[config.mk]
export PLATFORM = sky130hd
export DESIGN_NAME = frame_scheduler
export DESIGN_NICKNAME = d
export VERILOG_FILES = /design/src/rtl/rubiks_pkg.sv /design/src/rtl/orientation_check.sv /design/src/rtl/frame_scheduler.sv
export SDC_FILE = /design/constraint.sdc
export NUM_CORES = 1
export LEC_CHECK = 0
export CAP_MARGIN = 20
export CORE_ASPECT_RATIO = 1.2
export CORE_MARGIN = 2
export CORE_UTILIZATION = 46
export CTS_CLUSTER_DIAMETER = 120
export DETAILED_ROUTE_END_ITERATION = 10
export PLACE_DENSITY = 0.68
export SLEW_MARGIN = 20
export SYNTH_ARGS = -nofsm -noshare
export SYNTH_HDL_FRONTEND = slang
export SYNTH_SLANG_ARGS = --single-unit
[constraint.sdc]
create_clock -name clk -period 2.1 [get_ports clk]
set_clock_uncertainty 0.1 [all_clocks]
set_input_delay 0.42 -clock clk [delete_from_list [all_inputs] [get_ports clk]]
set_output_delay 0.42 -clock clk [all_outputs]
set_load 0.1 [all_outputs]
[src/rtl/rubiks_pkg.sv]
// Shared types and defaults for the cube frame scheduler.
// Color codes are the 3-bit sticker values carried in each orientation word.
package rubiks_pkg;

  typedef enum logic [2:0] {
    S_IDLE,
    S_LOAD,
    S_BLANK,
    S_WAIT_DONE,
    S_GAP
  } sched_state_t;

  localparam logic [2:0] RED       = 3'd0;
  localparam logic [2:0] ORANGE    = 3'd1;
  localparam logic [2:0] YELLOW    = 3'd2;
  localparam logic [2:0] GREEN     = 3'd3;
  localparam logic [2:0] BLUE      = 3'd4;
  localparam logic [2:0] PURPLE    = 3'd5;
  localparam logic [2:0] MAX_COLOR = PURPLE;

  localparam int NUM_FIELDS = 9;

  localparam int GAP_DEFAULT     = 2000;
  localparam int REFRESH_DEFAULT = 4000000;
  localparam int TIMEOUT_DEFAULT = 400000;

endpackage

[src/rtl/orientation_check.sv]
// Combinational validator for an incoming orientation word.
// A word is good when the reserved bits are clear and every sticker is a real color.
import rubiks_pkg::*;

module orientation_check (
  input  logic [31:0] word,
  output logic        ok
);

  always_comb begin
    ok = (word[31:27] == 5'd0);
    for (int k = 0; k < NUM_FIELDS; k++) begin
      if (word[3*k +: 3] > MAX_COLOR) begin
        ok = 1'b0;
      end
    end
  end

endmodule

[src/rtl/frame_scheduler.sv]
// Schedules orientation frames to the LED core: load pulse, blanking,
// completion wait with timeout, inter-frame gap and periodic refresh.
import rubiks_pkg::*;

module frame_scheduler #(
  parameter int GAP_CYCLES     = GAP_DEFAULT,
  parameter int REFRESH_CYCLES = REFRESH_DEFAULT,
  parameter int TIMEOUT_CYCLES = TIMEOUT_DEFAULT
) (
  input  logic        clk,
  input  logic        reset,
  input  logic        word_valid,
  input  logic [31:0] word,
  input  logic        finished,
  output logic        load,
  output logic [31:0] orientation,
  output logic        busy,
  output logic        err_invalid,
  output logic        err_timeout,
  output logic [7:0]  drop_count
);

  localparam int GW = (GAP_CYCLES > 1) ? $clog2(GAP_CYCLES) : 1;
  localparam int RW = (REFRESH_CYCLES > 1) ? $clog2(REFRESH_CYCLES) : 1;
  localparam int TW = (TIMEOUT_CYCLES > 1) ? $clog2(TIMEOUT_CYCLES) : 1;

  localparam logic [GW-1:0] GAP_LAST = GW'(GAP_CYCLES - 1);
  localparam logic [RW-1:0] REF_LAST = RW'(REFRESH_CYCLES - 1);
  localparam logic [TW-1:0] TMO_LAST = TW'(TIMEOUT_CYCLES - 1);

  sched_state_t state, next;

  logic          word_ok;
  logic          accept;
  logic          reject;
  logic          take;
  logic          refresh_due;
  logic          tmo_hit;
  logic          pending;
  logic          have_frame;
  logic [31:0]   pend_buf;
  logic          blank_cnt;
  logic [GW-1:0] gap_cnt;
  logic [RW-1:0] refresh_cnt;
  logic [TW-1:0] tmo_cnt;

  orientation_check u_check (
    .word (word),
    .ok   (word_ok)
  );

  assign accept      = word_valid & word_ok;
  assign reject      = word_valid & ~word_ok;
  assign refresh_due = have_frame & (refresh_cnt == REF_LAST);
  assign tmo_hit     = (tmo_cnt == TMO_LAST);

  always_comb begin
    next = state;
    unique case (state)
      S_IDLE:      if (pending || refresh_due) next = S_LOAD;
      S_LOAD:      next = S_BLANK;
      S_BLANK:     if (blank_cnt) next = S_WAIT_DONE;
      S_WAIT_DONE: if (finished || tmo_hit) next = S_GAP;
      S_GAP:       if (gap_cnt == GAP_LAST) next = S_IDLE;
      default:     next = S_IDLE;
    endcase
  end

  assign take = (state == S_IDLE) & (next == S_LOAD);
  assign load = (state == S_LOAD) & ~reset;
  assign busy = (state != S_IDLE);

  always_ff @(posedge clk) begin
    if (reset) begin
      state       <= S_IDLE;
      orientation <= 32'h0;
      pend_buf    <= 32'h0;
      pending     <= 1'b0;
      have_frame  <= 1'b0;
      err_invalid <= 1'b0;
      err_timeout <= 1'b0;
      drop_count  <= 8'd0;
      blank_cnt   <= 1'b0;
      gap_cnt     <= '0;
      refresh_cnt <= '0;
      tmo_cnt     <= '0;
    end else begin
      state     <= next;
      blank_cnt <= (state == S_BLANK) ? ~blank_cnt : 1'b0;

      if (next != state)
        tmo_cnt <= '0;
      else if (state == S_WAIT_DONE)
        tmo_cnt <= tmo_cnt + 1'b1;

      if (next != state)
        gap_cnt <= '0;
      else if (state == S_GAP)
        gap_cnt <= gap_cnt + 1'b1;

      // Cleared on LOAD entry so the next refresh lands REFRESH_CYCLES after load
      if (take)
        refresh_cnt <= '0;
      else if (refresh_cnt != REF_LAST)
        refresh_cnt <= refresh_cnt + 1'b1;

      if (take) begin
        if (pending)
          orientation <= pend_buf;
        have_frame <= 1'b1;
      end

      if (accept) begin
        pend_buf <= word;
        pending  <= 1'b1;
        if (pending && !take && drop_count != 8'hff)
          drop_count <= drop_count + 8'd1;
      end else if (take) begin
        pending <= 1'b0;
      end

      if (reject)
        err_invalid <= 1'b1;

      if (state == S_WAIT_DONE && !finished && tmo_hit)
        err_timeout <= 1'b1;
    end
  end

endmodule

After elaboration in Yosys (flattened, before gate mapping)

Cells that the tools add are included.
W data, S select, Z words.

Bits of input ports: 36
Register bits after elaboration: 132
Word-level logic and storage cells: 78

Add/sub/neg operators: 4
Reductions and logical operators: 17
Equal/unequal tests: 11
Bitwise gates (word level): 9
Muxes and demuxes: 16
Order comparisons: 9

Operator list:

| kind                    | number |
|---|---|
| $gt A3 B3 Y1 const B    | 9 |
| $add A22 B1 Y22 const B | 1 |
| $eq A22 B22 Y1 const B  | 1 |
| $ne A22 B22 Y1 const B  | 1 |
| $add A19 B1 Y19 const B | 1 |
| $eq A19 B19 Y1 const B  | 1 |
| $pmux W3 S5             | 1 |
| $mux W3                 | 4 |
| $add A11 B1 Y11 const B | 1 |
| $eq A11 B11 Y1 const B  | 1 |
| $mux W1                 | 11 |
| $add A8 B1 Y8 const B   | 1 |
| $ne A8 B8 Y1 const B    | 1 |
| $eq A3 B1 Y1 const B    | 2 |
| $eq A3 B2 Y1 const B    | 2 |
| $reduce_or A2 Y1        | 3 |
| $and A1 B1 Y1           | 5 |
| $logic_not A5 Y1        | 1 |
| $logic_and A1 B1 Y1     | 4 |
| $not A1 Y1              | 4 |
| $reduce_and A2 Y1       | 2 |
| $eq A3 B3 Y1 const B    | 1 |
| $logic_not A3 Y1        | 1 |
| $ne A3 B3 Y1            | 1 |
| other kinds (4)         | 6 |

Depth between registers and ports, before layout

Gate-level depths: netlist of run 1.

Word-level depth: 12
Mapped depth: 7
Depth with buffers taken out: 6

Modules after synthesis

From an unflattened synthesis of run 1, not the netlist that was laid out.

Cells, all modules: 650
Area total of the unflattened synthesis: 5367.6 sq um

By module, submodules not included:

| module            | times used | seq. area each (sq um) | cells each | area an instance (sq um) |
|---|---|---|---|---|
| frame_scheduler   | 1          | 2642.5                 | 643        | 5292.6 |
| orientation_check | 1          | 0.0                    | 7          | 75.1 |

Least setup slack after synthesis of run 1

OpenSTA, ideal clock, no wires.

Kind: input port to output port
Start: in reset
End: out load
Stages on the path: 3
Data required time: 1.580 ns
Path slack: -2.302 ns
Buffers on the path: 2
Data arrival time: 3.882 ns
Cell sequence: clkbuf_1 > clkbuf_1 > nor4b_1

Word-level cells in the longest chain between the ends: 2

RTL lines:

| item            | line                  | source |
|---|---|---|
| start, declared | frame_scheduler.sv:11 | `input logic reset,` |
| $not A1 Y1      | frame_scheduler.sv:70 | `assign load = (state == S_LOAD) & ~reset;` |
| $and A1 B1 Y1   | frame_scheduler.sv:70 |  |
| end, declared   | frame_scheduler.sv:15 | `output logic load,` |

Every way passes these cells.

Worst setup path in the final report of run 1

Start: reg refresh_cnt[18]
End: reg tmo_cnt[2]

Word-level cells in the longest chain between the ends: 7

RTL lines:

| item                              | line                   | source |
|---|---|---|
| start, declared                   | frame_scheduler.sv:44  | `logic [RW-1:0] refresh_cnt;` |
| start signal, assigned            | frame_scheduler.sv:105 | `refresh_cnt <= refresh_cnt + 1'b1;` |
| $eq A22 B22 Y1                    | frame_scheduler.sv:54  | `assign refresh_due = have_frame & (refresh_cnt == REF_LAST);` |
| $and A1 B1 Y1                     | frame_scheduler.sv:54  |  |
| $logic_or A1 B1 Y1                | frame_scheduler.sv:60  | `S_IDLE: if (pending \|\| refresh_due) next = S_LOAD;` |
| $mux W3                           | frame_scheduler.sv:60  |  |
| $pmux W3 S5                       | frame_scheduler.sv:59  | `unique case (state)` |
| $ne A3 B3 Y1                      | frame_scheduler.sv:91  | `if (next != state)` |
| $reduce_or A2 Y1 (no source line) | --                     |  |
| end signal, assigned              | frame_scheduler.sv:94  | `tmo_cnt <= tmo_cnt + 1'b1;` |
| end, declared                     | frame_scheduler.sv:45  | `logic [TW-1:0] tmo_cnt;` |

Every way passes these cells.
A chain may end at the register's enable or synchronous reset.

==> out/results.tsv, run 1 <==
metric	value	unit
path_buf_inv	2	
fin_crit_sh	0.9954	
cts-buffers-inserted	17	
initial_core_util	0.4689	
combPwrFrac	0.042	
gp_congestion	0.8434	
startpoint	refresh_cnt[18]	
syn_nets	685	
cts_tree	done	
drv_slew	0	
numClockSinks	132	
gr-usage-met1	0.2375	
endpoint	tmo_cnt[2]	
yosysMostFrequentCell	nand2_1	
power_density	746.8	nW/µm²
grt_max_degree	73	
wirelength	13260	µm
synth_cell_type_count	50	
syn_inst	645	
clock-root-buffer	clkbuf_16	
reg2reg_from	refresh_cnt[18]	
cp.arrival	2.29	ns
dpl_worst_slack	-0.5478	ns
synth_ff_type	dfxtp_1	
grt_overflow	0	
synth-edff-count	0	
place.detailed.hpwl	8736	µm
synth_area_leaders	dfxtp_1 49%, nand2_1 10%, a21oi_1 6.8%, nor2_1 5.2%, xnor2_1 4.4%	
fp-row-count	43	
cts_max_path_buffers	2	
ir_worst_vdd	434.4	µV
postRouteAntennaNets	0	
fin_hold_ws	0.2077	ns
cp_slowest_cell	or4bb_4	
h-tree-depth	4	
power.internal	0.004450	W
power.total	0.005577	W
port_buffers	79	
final.setup.worst_slack	0.009569	ns
dieArea	12620	µm²
switching_share	0.2022	
ys_seq_area_frac	0.4895	
critical_path_class	register to register	
status	completed	
p_sw	0.001128	W
worstSetupStartpointType	register	
drtPass1Iterations	4	
cp_top_family	simple AND/OR/NAND/NOR gates	
fin_util	0.6487	
grt_pass1_vias	4680	
synthToLayoutAreaGrowth	38.33	%
hp-class	input port to register	
end_kind	register	
coreArea	11510	µm²
drive_gt1_frac	0.2167	
fillerInstances	972	
use_met2	0.3665	
synth_top_area_cell	dfxtp_1	
setup_violations	0	
chipWidth	102.9	µm
relSlewSlack	0.6481	
reg2reg_setup_slack	0.01	ns
drv_cap	0	
remaining_drc_errors	0	
grt_pass1_wl	20980	µm
path_max_fanout	7	
ios	80	
antenna_cells	0	
avgSynthCellArea	8.370	µm²
grtUsageTotal	0.2124	
busiest_layer	met2	
cts_hold_buf	0	
rsz0062_at_grt	true	
vias	4849	
fin_crit	2.090	ns
rr_worst_depth	7	
synth_commonest_cells	147 x nand2_1, 132 x dfxtp_1, 75 x nor2_1	
async_flop_share	0	
antenna_found_initial	0	
ys_ff_latch	132	
cp_num_cells	7	
grt_use_met3	0.07574	
syn_area	5399	µm²
finalHoldViolations	0	
routedWlPerCell	14.15	µm
p_leak	2.853	nW
cpPeakStageDelay	0.55	ns
die_h	122.7	µm
vias_per_cell	5.175	
power_frac_seq	0.450	
worstSkewPairLatency	0.41	ns
worst_pin_slew	0.5231	ns
drtIter0Drc	149	
nets	810	
crit_chain	or4bb_4 -> nor4_4 -> a21boi_2 -> o211ai_2 -> buf_6 -> clkbuf_16 -> nor2_1	
yosysTopAreaCellShare	0.4895	
r2r_end	tmo_cnt[2]	
clkTransAtPathRegs	0.05	ns
fmax	0.4784	GHz
ys_warn_count	0	
min_from	word[7]	
crit_required	2.30	ns
p_clk_frac	0.508	
[per-layer routing]
layer | wire length (µm) | vias to the layer above
li1 | - | 2450
met1 | 5342 | 2266
met2 | 6985 | 113
met3 | 720 | 20
met4 | 210 | 0
met5 | 0 | -
[timing repair]
action	CTS	global route
resized for setup	7	35
endpoints found under the setup margin	36	37
pin swaps	2	16
cloned	0	5
setup buffers	0	10
[area by class of cell]
| class | instances | area (µm²) | area share |
|---|---|---|---|
| Clock buffer | 24 | 483.0 | 0.06467 |
| Clock inverter | 5 | 75.07 | 0.01005 |
| Inverter | 6 | 22.52 | 0.003016 |
| Multi-Input combinational cell | 479 | 2750 | 0.3682 |
| Timing Repair Buffer | 134 | 1265 | 0.1694 |
| Sequential cell | 132 | 2676 | 0.3584 |
| Tap cell | 157 | 196.4 | 0.02630 |
[power groups by stage]
stage          combinational [W]  sequential (W)  clock [W]
5_1_grt                 0.000249         0.00251    0.00299
3_3_place_gp            0.000193         0.00256          0
2_1_floorplan          0.0000742         0.00257          0
3_5_place_dp            0.000196         0.00256          0
6_report                0.000233         0.00251    0.00283
4_1_cts                 0.000201         0.00251    0.00288
[sequential cells by signal (all words and copies together) (netlist names), 3 cells and up]
| signal | count |
|---|---|
| drop_count | 8 |
| gap_cnt | 11 |
| orientation | 32 |
| pend_buf | 32 |
| refresh_cnt | 22 |
| state | 3 |
| tmo_cnt | 19 |
[worst min-delay path by stage]
stage                      end  slack, ns  cells past startpoint
2_1_floorplan  orientation[27]       0.33                      2
3_3_place_gp    orientation[7]       0.34                      2
3_5_place_dp   orientation[31]       0.34                      2
4_1_cts               state[2]       0.23                      2
5_1_grt            pend_buf[7]       0.22                      3
6_report           pend_buf[7]       0.21                      3
[worst min-delay path: stages]
cell and delay (ns):
dlymetal6s2s_1 0.13, nand2_1 0.06, a21oi_1 0.05
[cells in the final DEF, fill, tap and decap left out, types with 6 or more instances in the layout]
cell type / synthesis / final
inv_1: 6 / 6
nor2_1: 75 / 75
buf_4: 1 / 87
dlymetal6s2s_1: 0 / 15
o21ai_0: 6 / 6
xnor2_1: 27 / 27
dfxtp_4: 0 / 7
clkdlybuf4s50_1: 0 / 19
xor2_1: 19 / 19
nand2_1: 147 / 145
dfxtp_1: 132 / 119
nand4_1: 11 / 11
a21oi_1: 73 / 71
dfxtp_2: 0 / 6
nor3_1: 15 / 12
and3_1: 7 / 7
nand3_1: 22 / 22
and2_1: 8 / 8
buf_12: 0 / 6
clkbuf_16: 0 / 21
[cells by family after synthesis]
family          synth area share
mux                      0.01136
simple gates              0.2874
flops                     0.4895
buf+inv                  0.03059
fa+ha+maj               0.009270
compound gates           0.09733
xor+xnor                 0.07462
[metrics by stage]
step	cells	setup TNS (ns)	area (µm²)
after global placement	893	-9.037	6585
final	937	0	7468
after floorplan	645	-0.2424	5494
after detailed placement	893	-8.316	6585
after global routing	937	-1.345	7468
after CTS	922	0	7187
No activity file was read; power rests on OpenSTA's default activity.
==> inputs of run 2 (changes only) <==
Settings changed: CORE_ASPECT_RATIO 1.2 to unset.
==> run 2 against run 1 <==
  * Clock-buffer cell count shrank 3
  * Sequential cell count is the same
  * Combinational power shrank 9.9%
  * Critical path depth shrank 2
  * Clock power grew 18%
  * Worst hold slack lost 0.0023 ns
  * Worst setup slack gained 0.031 ns
  * Total power grew 8.4%
  * Design area shrank 0.75%
  * Routed wire length shrank 4.3%
  * Highest routed layer unchanged
==> out/results.tsv, run 2 (synthesized netlist as in run 1, its figures left out) <==
metric	value	unit	change
clock-root-buffer	clkbuf_16		unchanged
ir_worst_vdd	662.5	µV	was 434.4 µV
finalHoldViolations	0		unchanged
cts_hold_buf	0		unchanged
place.detailed.hpwl	8375	µm	was 8736 µm
die_h	112.3	µm	was 122.7 µm
coreArea	11420	µm²	was 11510 µm²
fmax	0.4855	GHz	was 0.4784 GHz
critical_path_class	register to register		unchanged
cts-buffers-inserted	17		unchanged
remaining_drc_errors	0		unchanged
relSlewSlack	0.6604		was 0.6481
drtIter0Drc	185		was 149
crit_required	2.30	ns	about the same
drtPass1Iterations	5		was 4
dieArea	12620	µm²	about the same
grt_pass1_wl	21310	µm	was 20980 µm
numClockSinks	132		unchanged
vias_per_cell	5.228		was 5.175
grt_overflow	0		unchanged
chipWidth	112.3	µm	was 102.9 µm
drv_cap	0		unchanged
cts_max_path_buffers	2		unchanged
gp_congestion	0.7699		was 0.8434
final_cell_mix	145 x nand2_1, 123 x dfxtp_1, 76 x buf_4		was 145 x nand2_1, 119 x dfxtp_1, 87 x buf_4
status	completed		unchanged
setup_violations	0		unchanged
nets	797		was 810
clkTransAtPathRegs	0.06	ns	was 0.05 ns
final.setup.worst_slack	0.04015	ns	was 0.009569 ns
end_kind	register		unchanged
routedWlPerCell	13.90	µm	was 14.15 µm
cts_tree	done		unchanged
cp.arrival	2.26	ns	was 2.29 ns
dpl_worst_slack	-0.6079	ns	was -0.5478 ns
antenna_found_initial	0		unchanged
p_leak	2.788	nW	was 2.853 nW
antenna_cells	0		unchanged
h-tree-depth	4		unchanged
final_common_cell	nand2_1		unchanged
worstSetupStartpointType	register		unchanged
port_buffers	79		unchanged
power_density	815.8	nW/µm²	was 746.8 nW/µm²
fin_crit	2.060	ns	was 2.090 ns
synthToLayoutAreaGrowth	37.29	%	was 38.33%
vias	4773		was 4849
reg.largest.list	orientation: 32 flops, pend_buf: 32 flops, refresh_cnt: 22 flops		unchanged
grtUsageTotal	0.2074		was 0.2124
worstSkewPairLatency	0.42	ns	was 0.41 ns
fin_crit_sh	0.9809		was 0.9954
initial_core_util	0.4728		was 0.4689
fin_util	0.6491		was 0.6487
postRouteAntennaNets	0		unchanged
fp-row-count	39		was 43
hp-class	input port to register		unchanged
wirelength	12690	µm	was 13260 µm
grt_pass1_vias	4559		was 4680
worst_pin_slew	0.5048	ns	was 0.5231 ns
fillerInstances	949		was 972
path_max_fanout	5		was 7
grt_max_degree	77		was 73
ios	80		unchanged
drive_gt1_frac	0.2104		was 0.2167
drv_slew	0		unchanged
==> run 2: final cells by class <==
cell class                      count  area [µm²]  area share
Tap cell                          143       178.9     0.02414
Sequential cell                   132        2669      0.3601
Clock buffer                       21       481.7     0.06499
Multi-Input combinational cell    479        2755      0.3717
Inverter                            6       22.52    0.003038
Clock inverter                     11       193.9     0.02616
Timing Repair Buffer              121        1111      0.1499
==> run 2: power by group <==
group | internal [W] | leakage (nW) | switching (W)
sequential | 0.00250 | 1.07 | 0.00000614
combinational | 0.000105 | 1.39 | 0.000105
clock | 0.00224 | 0.325 | 0.00108
total | 0.00485 | 2.79 | 0.00119
==> run 2: timing repair <==
item                       in CTS  in global routing
pin swaps                       3                 14
setup buffers                   0                  5
setup endpoints to repair       8                 38
gates resized for setup         5                 40
gates cloned                    0                  2
==> run 2: critical path, stage by stage (launching register included) <==
cell and delay, ns:
dfxtp_4 0.36, ha_4 0.18, a41o_4 0.29, or4_4 0.55, nor3_4 0.15, mux2_4 0.31
==> run 2: routing by layer <==
layer  global-route usage  part of all wire
met1               0.2661              0.46
met2               0.3281              0.48
met3              0.06533             0.048
met4              0.08049             0.014
met5                    0                 0
==> run 2: final timing paths <==
kind                            cells after the start              end  slack (ns)     startpoint
worst max-delay path                                5    drop_count[5]        0.04  drop_count[0]
worst min-delay path                                2      err_timeout        0.21          reset
worst max register to register                      5    drop_count[5]        0.04  drop_count[0]
worst min register to register                      2  orientation[11]        0.35   pend_buf[11]
==> run 2: per-stage QoR <==
stage                     std cells  cell area, µm²  hold slack, ns  setup TNS, ns  power [W]
after floorplan                 645            5494          0.3273        -0.2424   0.002647
after global placement          874            6530          0.3372         -9.814   0.002751
after detailed placement        874            6530          0.3401         -12.26   0.002755
after CTS                       906            7238          0.1976              0   0.006083
after global routing            913            7412          0.2023       -0.02651   0.006239
final                           913            7412          0.2055              0   0.006047
